## src/rtl/tmds_encoder_pipe_if.sv

```systemverilog
// Bus between the HDMI packet/timing assembler and the pipelined TMDS encoder.
// TMDS_DISPARITY_MON_EN adds the per-lane disparity monitor outputs.
interface tmds_encoder_pipe_if #(
  parameter int unsigned NUM_CHANNELS = 3
`ifdef TMDS_DISPARITY_MON_EN
  ,
  parameter int unsigned DISP_W       = 6
`endif
);
  logic                      ce;
  logic [2:0]                mode;
  logic [8*NUM_CHANNELS-1:0] video_data;
  logic [4*NUM_CHANNELS-1:0] data_island_data;
  logic [2*NUM_CHANNELS-1:0] control_data;
  logic [10*NUM_CHANNELS-1:0] tmds;
  logic                      tmds_valid;

`ifdef TMDS_DISPARITY_MON_EN
  logic [NUM_CHANNELS-1:0]        disp_err;
  logic [DISP_W*NUM_CHANNELS-1:0] disp_acc;

  modport master (
    output ce, mode, video_data, data_island_data, control_data,
    input  tmds, tmds_valid, disp_err, disp_acc
  );
  modport slave (
    input  ce, mode, video_data, data_island_data, control_data,
    output tmds, tmds_valid, disp_err, disp_acc
  );
`else
  modport master (
    output ce, mode, video_data, data_island_data, control_data,
    input  tmds, tmds_valid
  );
  modport slave (
    input  ce, mode, video_data, data_island_data, control_data,
    output tmds, tmds_valid
  );
`endif
endinterface

```

## src/rtl/tmds_encoder_pipe.sv

```systemverilog
// Multi-lane TMDS/TERC4 encoder: stage 1 builds q_m, stage 2 applies DC balance per lane.
// Define TMDS_DISPARITY_MON_EN to add the sticky disparity monitor (disp_err, disp_acc).
module tmds_encoder_pipe #(
  parameter int unsigned NUM_CHANNELS = 3,
  parameter int unsigned DISP_W       = 6
) (
  input logic                clk_pixel,
  input logic                reset,
  tmds_encoder_pipe_if.slave bus
);

  typedef enum logic [2:0] {
    ModeCtrl     = 3'd0,
    ModeVideo    = 3'd1,
    ModeVidGuard = 3'd2,
    ModeIsland   = 3'd3,
    ModeIslGuard = 3'd4
  } mode_e;

  localparam logic [9:0] CtrlIdle  = 10'h354;
  localparam logic [9:0] GuardEven = 10'h2CC;
  localparam logic [9:0] GuardOdd  = 10'h133;

  function automatic logic [3:0] ones8(input logic [7:0] d);
    logic [3:0] n;
    n = '0;
    for (int i = 0; i < 8; i++) n = n + {3'b000, d[i]};
    return n;
  endfunction

  function automatic logic [8:0] qm_enc(input logic [7:0] d);
    logic [3:0] n;
    logic       use_xnor;
    logic [8:0] q;
    n        = ones8(d);
    use_xnor = (n > 4'd4) || ((n == 4'd4) && !d[0]);
    q[0]     = d[0];
    for (int i = 1; i < 8; i++) q[i] = use_xnor ? ~(q[i-1] ^ d[i]) : (q[i-1] ^ d[i]);
    q[8] = ~use_xnor;
    return q;
  endfunction

  function automatic logic [9:0] ctrl_sym(input logic [1:0] c);
    logic [9:0] s;
    s = CtrlIdle;
    unique case (c)
      2'b00: s = 10'h354;
      2'b01: s = 10'h0AB;
      2'b10: s = 10'h154;
      2'b11: s = 10'h2AB;
    endcase
    return s;
  endfunction

  function automatic logic [9:0] terc4(input logic [3:0] d);
    logic [9:0] s;
    s = 10'h29C;
    unique case (d)
      4'h0: s = 10'h29C;
      4'h1: s = 10'h263;
      4'h2: s = 10'h2E4;
      4'h3: s = 10'h2E2;
      4'h4: s = 10'h171;
      4'h5: s = 10'h11E;
      4'h6: s = 10'h18E;
      4'h7: s = 10'h13C;
      4'h8: s = 10'h2CC;
      4'h9: s = 10'h139;
      4'hA: s = 10'h19C;
      4'hB: s = 10'h2C6;
      4'hC: s = 10'h28E;
      4'hD: s = 10'h271;
      4'hE: s = 10'h163;
      4'hF: s = 10'h2C3;
    endcase
    return s;
  endfunction

  // Stage 1 state
  logic [2:0]                mode_q;
  logic [8:0]                qm_d [NUM_CHANNELS];
  logic [8:0]                qm_q [NUM_CHANNELS];
  logic [3:0]                n1_d [NUM_CHANNELS];
  logic [3:0]                n1_q [NUM_CHANNELS];
  logic [4*NUM_CHANNELS-1:0] isl_q;
  logic [2*NUM_CHANNELS-1:0] ctl_q;
  logic                      valid_s1_q;

  // Stage 2 state
  logic [9:0]               tmds_d [NUM_CHANNELS];
  logic [9:0]               tmds_q [NUM_CHANNELS];
  logic signed [DISP_W-1:0] acc_d  [NUM_CHANNELS];
  logic signed [DISP_W-1:0] acc_q  [NUM_CHANNELS];
  logic                     tmds_valid_q;

  always_comb begin
    for (int k = 0; k < NUM_CHANNELS; k++) begin
      qm_d[k] = qm_enc(bus.video_data[8*k +: 8]);
      n1_d[k] = ones8(qm_d[k][7:0]);
    end
  end

  always_comb begin : s2_comb
    int diff;
    int add;
    for (int k = 0; k < NUM_CHANNELS; k++) begin
      tmds_d[k] = tmds_q[k];
      acc_d[k]  = '0;
      diff      = 2 * int'(n1_q[k]) - 8;  // N1 - N0
      add       = 0;
      case (mode_q)
        ModeCtrl:     tmds_d[k] = ctrl_sym(ctl_q[2*k +: 2]);
        ModeVideo: begin
          if ((acc_q[k] == '0) || (diff == 0)) begin
            tmds_d[k] = {~qm_q[k][8], qm_q[k][8],
                         qm_q[k][8] ? qm_q[k][7:0] : ~qm_q[k][7:0]};
            add       = qm_q[k][8] ? diff : -diff;
          end else if ((!acc_q[k][DISP_W-1] && (diff > 0)) ||
                       (acc_q[k][DISP_W-1] && (diff < 0))) begin
            tmds_d[k] = {1'b1, qm_q[k][8], ~qm_q[k][7:0]};
            add       = -diff + (qm_q[k][8] ? 2 : 0);
          end else begin
            tmds_d[k] = {1'b0, qm_q[k][8], qm_q[k][7:0]};
            add       = diff - (qm_q[k][8] ? 0 : 2);
          end
          acc_d[k] = DISP_W'(int'(acc_q[k]) + add);
        end
        ModeVidGuard: tmds_d[k] = ((k % 2) == 0) ? GuardEven : GuardOdd;
        ModeIsland:   tmds_d[k] = terc4(isl_q[4*k +: 4]);
        ModeIslGuard: tmds_d[k] = (k == 0) ? terc4({2'b11, ctl_q[1:0]}) : GuardOdd;
        default:      ;  // reserved modes hold the last symbol
      endcase
    end
  end

  always_ff @(posedge clk_pixel) begin
    if (reset) begin
      mode_q       <= '0;
      isl_q        <= '0;
      ctl_q        <= '0;
      valid_s1_q   <= 1'b0;
      tmds_valid_q <= 1'b0;
      for (int k = 0; k < NUM_CHANNELS; k++) begin
        qm_q[k]   <= '0;
        n1_q[k]   <= '0;
        tmds_q[k] <= CtrlIdle;
        acc_q[k]  <= '0;
      end
    end else if (bus.ce) begin
      mode_q       <= bus.mode;
      isl_q        <= bus.data_island_data;
      ctl_q        <= bus.control_data;
      valid_s1_q   <= 1'b1;
      tmds_valid_q <= valid_s1_q;
      for (int k = 0; k < NUM_CHANNELS; k++) begin
        qm_q[k]   <= qm_d[k];
        n1_q[k]   <= n1_d[k];
        tmds_q[k] <= tmds_d[k];
        acc_q[k]  <= acc_d[k];
      end
    end
  end

  always_comb begin
    bus.tmds = '0;
    for (int k = 0; k < NUM_CHANNELS; k++) bus.tmds[10*k +: 10] = tmds_q[k];
  end

  assign bus.tmds_valid = tmds_valid_q;

`ifdef TMDS_DISPARITY_MON_EN
  logic [NUM_CHANNELS-1:0] disp_err_d;
  logic [NUM_CHANNELS-1:0] disp_err_q;

  always_comb begin
    disp_err_d = disp_err_q;
    for (int k = 0; k < NUM_CHANNELS; k++) begin
      if ((int'(acc_d[k]) > 10) || (int'(acc_d[k]) < -10)) disp_err_d[k] = 1'b1;
    end
  end

  always_ff @(posedge clk_pixel) begin
    if (reset) begin
      disp_err_q <= '0;
    end else if (bus.ce) begin
      disp_err_q <= disp_err_d;
    end
  end

  always_comb begin
    bus.disp_acc = '0;
    for (int k = 0; k < NUM_CHANNELS; k++) bus.disp_acc[DISP_W*k +: DISP_W] = acc_q[k];
  end

  assign bus.disp_err = disp_err_q;
`endif

endmodule

```

## src/flat_wrapper.sv

```systemverilog
// flat-port wrapper written by rule: the top's interface ports become plain ports
module tmds_encoder_pipe_flat 
#(
  parameter int unsigned NUM_CHANNELS = 3,
  parameter int unsigned DISP_W       = 6
)
  (clk_pixel, reset, bus_ce, bus_mode, bus_video_data, bus_data_island_data, bus_control_data, bus_tmds, bus_tmds_valid);
  tmds_encoder_pipe_if #(.NUM_CHANNELS(NUM_CHANNELS)) bus_i ();
  input logic clk_pixel;
  input logic reset;
  input wire logic [$bits(bus_i.ce)-1:0] bus_ce;
  input wire logic [$bits(bus_i.mode)-1:0] bus_mode;
  input wire logic [$bits(bus_i.video_data)-1:0] bus_video_data;
  input wire logic [$bits(bus_i.data_island_data)-1:0] bus_data_island_data;
  input wire logic [$bits(bus_i.control_data)-1:0] bus_control_data;
  output wire logic [$bits(bus_i.tmds)-1:0] bus_tmds;
  output wire logic [$bits(bus_i.tmds_valid)-1:0] bus_tmds_valid;
  assign bus_i.ce = bus_ce;
  assign bus_i.mode = bus_mode;
  assign bus_i.video_data = bus_video_data;
  assign bus_i.data_island_data = bus_data_island_data;
  assign bus_i.control_data = bus_control_data;
  assign bus_tmds = bus_i.tmds;
  assign bus_tmds_valid = bus_i.tmds_valid;
  tmds_encoder_pipe #(.NUM_CHANNELS(NUM_CHANNELS), .DISP_W(DISP_W)) u_core (.clk_pixel(clk_pixel), .reset(reset), .bus(bus_i));
endmodule
```

## config.mk

```make
export PLATFORM = sky130hd
export DESIGN_NAME = tmds_encoder_pipe_flat
export DESIGN_NICKNAME = d
export VERILOG_FILES = /design/src/rtl/tmds_encoder_pipe_if.sv /design/src/rtl/tmds_encoder_pipe.sv /design/src/flat_wrapper.sv
export SDC_FILE = /design/constraint.sdc
export NUM_CORES = 1
export LEC_CHECK = 0
export CELL_PAD_IN_SITES_DETAIL_PLACEMENT = 2
export CELL_PAD_IN_SITES_GLOBAL_PLACEMENT = 2
export CORE_ASPECT_RATIO = 1.5
export CORE_UTILIZATION = 40
export CTS_BUF_LIST = sky130_fd_sc_hd__clkbuf_4
export CTS_CLUSTER_DIAMETER = 200
export DETAILED_ROUTE_END_ITERATION = 8
export DONT_BUFFER_PORTS = 1
export GPL_ROUTABILITY_DRIVEN = 0
export PLACE_DENSITY = 0.82
export SLEW_MARGIN = 5
export SYNTH_ARGS = -nofsm -noshare
export SYNTH_HDL_FRONTEND = slang
export SYNTH_SLANG_ARGS = --single-unit
```

## constraint.sdc

```tcl
create_clock -name clk_pixel -period 11.9 [get_ports clk_pixel]
set_input_delay 1.785 -clock clk_pixel [delete_from_list [all_inputs] [get_ports clk_pixel]]
set_output_delay 1.785 -clock clk_pixel [all_outputs]
set_load 0.01 [all_outputs]
```

# After elaboration in Yosys (flattened, before gate mapping)
# Memory sizes are Yosys's and may differ from the RTL's. A register that Yosys moved wholly into a read port is not among the register bits.
# Index checks and enable logic that the tools add are counted.
dict set report op_classes {
  addsub 57
  magnitude_cmp 9
  n_eq_ne 16
  n_mux 81
  bitwise 63
  n_reduce_logical 35
}
# operator n
set op_table {}
lappend op_table {{one-hot mux 10 bit (4 select lines)} 5}
lappend op_table {{adder 4 x 1 -> 4 bit} 36}
lappend op_table {{2-to-1 mux 6 bit} 18}
lappend op_table {{one-hot mux 10 bit (5 select lines)} 2}
lappend op_table {{zero test 32 bit} 3}
lappend op_table {{2-to-1 mux 10 bit} 9}
lappend op_table {{2-to-1 mux 4 bit} 9}
lappend op_table {{2-to-1 mux 9 bit} 3}
lappend op_table {{NOT 1 bit} 27}
lappend op_table {{2-to-1 mux 1 bit} 26}
lappend op_table {{2-to-1 mux 8 bit} 3}
lappend op_table {{NOT 8 bit} 3}
lappend op_table {{bitwise XOR 1 bit} 21}
lappend op_table {{adder 6 x 3 -> 6 bit} 3}
lappend op_table {{adder 6 bit} 3}
lappend op_table {{greater-than comparator 6 x 1 -> 1 bit, second input constant} 3}
lappend op_table {{zero test 6 bit} 3}
lappend op_table {{< comparator 6 x 1 -> 1 bit, second input constant} 3}
lappend op_table {{negator 6 bit} 3}
lappend op_table {{subtractor 5 x 4 -> 6 bit, second input constant} 3}
lappend op_table {{subtractor 6 x 3 -> 6 bit} 3}
lappend op_table {{adder 1 x 1 -> 2 bit} 6}
lappend op_table {{== test 2 bit, second input constant} 6}
lappend op_table {{== test 4 x 3 -> 1 bit, second input constant} 3}
lappend op_table {{13 further kinds} 57}
dict set report word_totals {
  regBits 23
  ramBits 87
  mem_bits_ro 480
  out_inout_bits 31
  mem_count 7
}
# name depth width rd rd_ports_with_merged_regs wr line
set memory_table {}
lappend memory_table {{(no name shown)} 16 10 1 1 0 tmds_encoder_pipe.sv:58} ;# unique case (d)
lappend memory_table {{(no name shown)} 16 10 1 1 0 tmds_encoder_pipe.sv:58}
lappend memory_table {{(no name shown)} 16 10 1 1 0 tmds_encoder_pipe.sv:58}
lappend memory_table {u_core.tmds_q 3 10 3 0 3 tmds_encoder_pipe.sv:91} ;# logic [9:0] tmds_q [NUM_CHANNELS];
lappend memory_table {u_core.qm_q 3 9 3 0 3 tmds_encoder_pipe.sv:82} ;# logic [8:0] qm_q [NUM_CHANNELS];
lappend memory_table {u_core.acc_q 3 6 3 0 3 tmds_encoder_pipe.sv:93} ;# logic signed [DISP_W-1:0] acc_q [NUM_CHANNELS];
lappend memory_table {{1 more memories} n/a n/a n/a n/a n/a n/a}

# Depth between registers and ports, before layout
dict set report depth {
  word_depth 31
  ltp_mapped 21
}

# Least setup slack after synthesis
# OpenSTA, ideal clock, no wires.
dict set report synth_path {
  path_type {input to register}
  from {input port bus_video_data[0]}
  to {memory u_core.n1_q[0][2], data pin}
  setup_time_ns 0.266
  t_arrival_ns 7.107
  t_required_ns 11.634
  setup_slack_ns 4.528
  stages 21
  cell_sequence {ha_1 > inv_1 > fa_1 > fa_1 > inv_1 > fa_1 > fa_1 > nor3b_1 > o21ai_0 > a21oi_4 > xnor2_1 > ha_1 > inv_1 > fa_1 > inv_1 > fa_1 > inv_1 > fa_1 > fa_1 > xor2_1 > nor2_1}
}
# item line
set synth_lines {}
lappend synth_lines {{start, declared} flat_wrapper.sv:13} ;# input wire logic [$bits(bus_i.video_data)-1:0] bus_video_data;
lappend synth_lines {{end, declared} tmds_encoder_pipe.sv:84} ;# logic [3:0] n1_q [NUM_CHANNELS];

==> run metrics <==
kind of end point of the critical path flop; Initial DRT Pass Iterations 4; H-tree levels 4; worst flop-to-flop path endpoint u_core.acc_q[0][17]; number of placement rows 68; buffer cell driving the clock tree root clkbuf_4; hold violation total from the final report 0; clock buffer depth 2; sum of routed wire length over all layers ~27 mm; count of input and output buffers 0; fraction of power spent switching nets about 43%; latest clock arrival within the worst-skew pair 0.58 ns; FF-to-FF path depth 15; final period demand of the worst path approximately 7.3 ns; hold buffer count at CTS 0; gate count of the mapped netlist roughly 960; maximum capacitance violations 0; transition time of the tightest slew-check pin 1.129 ns; Routed Antenna Nets 0; CTS buffer count 17; hold wc startpoint u_core.valid_s1_q; kind of start point of the critical path input pin; Mapped Area between 9000 and 10,000 um^2; Slew Limit Fails 0; post-CTS setup repair buffer count 0; upper clock frequency limit between 0.1 and 0.15 GHz; post-cts resize count 0; residual overflow from global routing 0; unrepaired setup endpoints after global routing false; TritonCTS clock tree yes; net switching power between 0.0008 and 0.0009 W; Power per Cell Area 204.3 nW/um^2; minimum setup slack among reg-to-reg paths 7.73 ns; height of the die between 150 and 200 um; estimated wirelength of the detail-placed design ~21 mm; distinct cell type count of the synthesized netlist 60; initial DRC count 242; DRC violations left 0; post-synth net total between 1,000 and 1,500; cell-internal power approximately 0.0012 W; WS Path Type input pin to flop; synthesis-to-finish area growth 5.956%; result of the run finished clean; YS warnings 0; final core utilization a little over two fifths; combinational cell fraction of total power ~53%; share of total power in sequential cells 31.2%; post-synthesis area per instance between 9 and 10 um^2; proportion of power drawn by the clock network about 16%; initial antenna violation count 1; Max FO, Critical Path 5; Synth Register Bits approximately 140; count of flip-flops with a built-in enable after synthesis between 80 and 90; portion of the clock cycle consumed by the worst path in the final layout 61.30%; Final Setup Violations 0; overall via count from detail_route approximately 7,000; setup clock skew after layout about 0.01 ns; largest net degree at the start of global routing 55; sequential fraction of the synthesis area 37.99%; path category of the worst min-delay check flop to flop; beginning of the worst register-to-register path u_core.n1_q[0][10]; net count of the finished layout about 1,100; async set-reset flop share out of synthesis 0%; CORE AREA between 20,000 and 25,000 um^2; total global routing track utilization between 20% and 30%; Leakage ~4.2 nW; share of final-layout standard cells stronger than drive strength 1 under 10%; number of ports placed on the die boundary 79; initial core utilization around two fifths; number of clock sinks seen by CTS around 140; Worst Hold Depth 2; clock-pin slew on the worst setup and hold paths 0.12 ns; Die Area between 20,000 and 25,000 um^2; required time of the critical path about 12 ns; max-slew headroom at the worst pin 24.47%; vias in the first global route ~8,000; die extent in x ~130 um; ratio of routed vias to standard cells 5.513; final-layout setup total negative slack 0 ns; terminating pin of the worst hold path u_core.valid_s1_q; Wirelength per Cell 21.58 um; Top FF cell, synth edfxtp_1; arrival time of the worst setup path a little under 8 ns; peak supply drop just over 0.00009 V; wire length of the first global-routing pass 43.34 mm
worst max-delay path, stage by stage:
cell	delay, ns
ha_1	0.32
inv_1	0.08
fa_1	0.46
fa_1	0.49
inv_1	0.06
fa_1	0.42
fa_1	0.45
nor3b_1	0.31
o21ai_0	0.12
a21oi_1	0.52
xnor2_1	0.19
ha_1	0.32
inv_1	0.06
fa_1	0.51
inv_1	0.07
fa_1	0.48
fa_1	0.43
inv_1	0.10
fa_1	0.42
nor2_1	0.13
metrics by stage:
stage | cells | cell area (um^2) | hold slack [ns] | total power [W] | setup slack (ns)
3_3_place_gp | 1241 | 9701 | 0.4467 | 0.001617 | 4.379
2_1_floorplan | 958 | 9433 | 0.4342 | 0.001421 | 4.528
4_1_cts | 1273 | 9992 | 0.4949 | 0.002075 | 4.634
6_report | 1274 | 9995 | 0.4865 | 0.002041 | 4.606
3_5_place_dp | 1241 | 9701 | 0.4753 | 0.001725 | 3.997
5_1_grt | 1274 | 9995 | 0.5193 | 0.002202 | 4.316
cell type report:
type                       instances  area (um^2)
antenna                            1        2.502
clock buffer                      18        135.1
clock inverter                    14        156.4
fill                            2484        13060
inverter                          96        361.6
multi-input combinational        687         5316
sequential                       137         3583
tap                              315        394.1
timing repair buffer               6        45.04
cells by family (layout without fill, tap and decap cells):
group / Yosys count / after routing / synth area share (%)
compound gates: 202 / 202 / 13.64
xor+xnor: 82 / 82 / 8.330
fa+ha+maj: 124 / 124 / 18.54
buf+inv: 134 / 134 / 5.677
flops: 137 / 137 / 37.99
mux: 35 / 35 / 3.860
other cells: 0 / 1 / 0
simple gates: 244 / 244 / 11.96
layer usage:
| layer | part of all wire [%] | wire length (um) | vias to the layer above | global-route usage, % |
|---|---|---|---|---|
| met3 | 3.0 | 823 | 66 | 3.740 |
| met1 | 36 | 10010 | 3547 | 23.61 |
| met5 | 0 | 0 | - | 0 |
| met4 | 4.0 | 1100 | 0 | 10.94 |
| li1 | - | - | 3270 | - |
| met2 | 57 | 15560 | 140 | 47.31 |
Yosys cell counts (all sizes together), types with 3 or more instances:
master / instances / area (um^2)
dfxtp: 53 / 1061
clkbuf: 22 / 82.58
edfxtp: 84 / 2522
nand2b: 5 / 31.28
nand3b: 3 / 22.52
fa: 27 / 540.5
and2: 19 / 118.9
a21oi: 63 / 356.6
o31ai: 7 / 52.55
a211oi: 8 / 60.06
a221oi: 7 / 67.56
nor2: 99 / 374.1
mux2i: 33 / 330.3
a21o: 13 / 97.59
o221ai: 4 / 35.03
and3: 9 / 56.30
nand2: 57 / 214.0
buf: 16 / 91.34
a221o: 3 / 30.03
or2: 12 / 75.08
xnor2: 65 / 614.3
inv: 94 / 352.8
nor3b: 7 / 52.55
o21ai: 49 / 245.2
xor2: 17 / 171.4
o22ai: 21 / 131.4
o211ai: 8 / 60.06
nand3: 6 / 30.03
ha: 95 / 1189
o21a: 3 / 22.52
nand4: 4 / 25.02
a211o: 4 / 35.03
nor3: 12 / 60.06
a31oi: 6 / 37.54
nor2b: 9 / 56.30
how the worst max path moves through the flow:
stage          slack (ns)  cells past startpoint               from                end
3_3_place_gp         4.38                     21  bus_video_data[0]  u_core.n1_q[0][2]
3_5_place_dp         4.00                     21  bus_video_data[0]  u_core.n1_q[0][2]
5_1_grt              4.32                     21  bus_video_data[8]  u_core.n1_q[0][6]
6_report             4.61                     20  bus_video_data[8]  u_core.n1_q[0][5]
4_1_cts              4.63                     20  bus_video_data[8]  u_core.n1_q[0][5]
2_1_floorplan        4.53                     21  bus_video_data[0]  u_core.n1_q[0][2]
layout by cell type, fill, tap and decap left out, drive strengths merged, types with 9 or more instances in the layout:
cell type  count
a21o          13
a21oi         63
and2          19
and3           9
clkbuf        18
clkinv         9
dfxtp         53
edfxtp        84
fa            27
ha            95
inv           94
mux2i         33
nand2         57
nor2          99
nor2b          9
nor3          12
o21ai         49
o22ai         21
or2           12
xnor2         65
xor2          17
power groups by stage:
stage	Clock [W]	Sequential (W)	Combinational (W)
3_3_place_gp	0	0.000642	0.000975
2_1_floorplan	0	0.000618	0.000803
6_report	0.000324	0.000637	0.00108
4_1_cts	0.000338	0.000637	0.00110
5_1_grt	0.000351	0.000644	0.00121
3_5_place_dp	0	0.000647	0.00108
No activity file was read; power rests on OpenSTA's default activity.
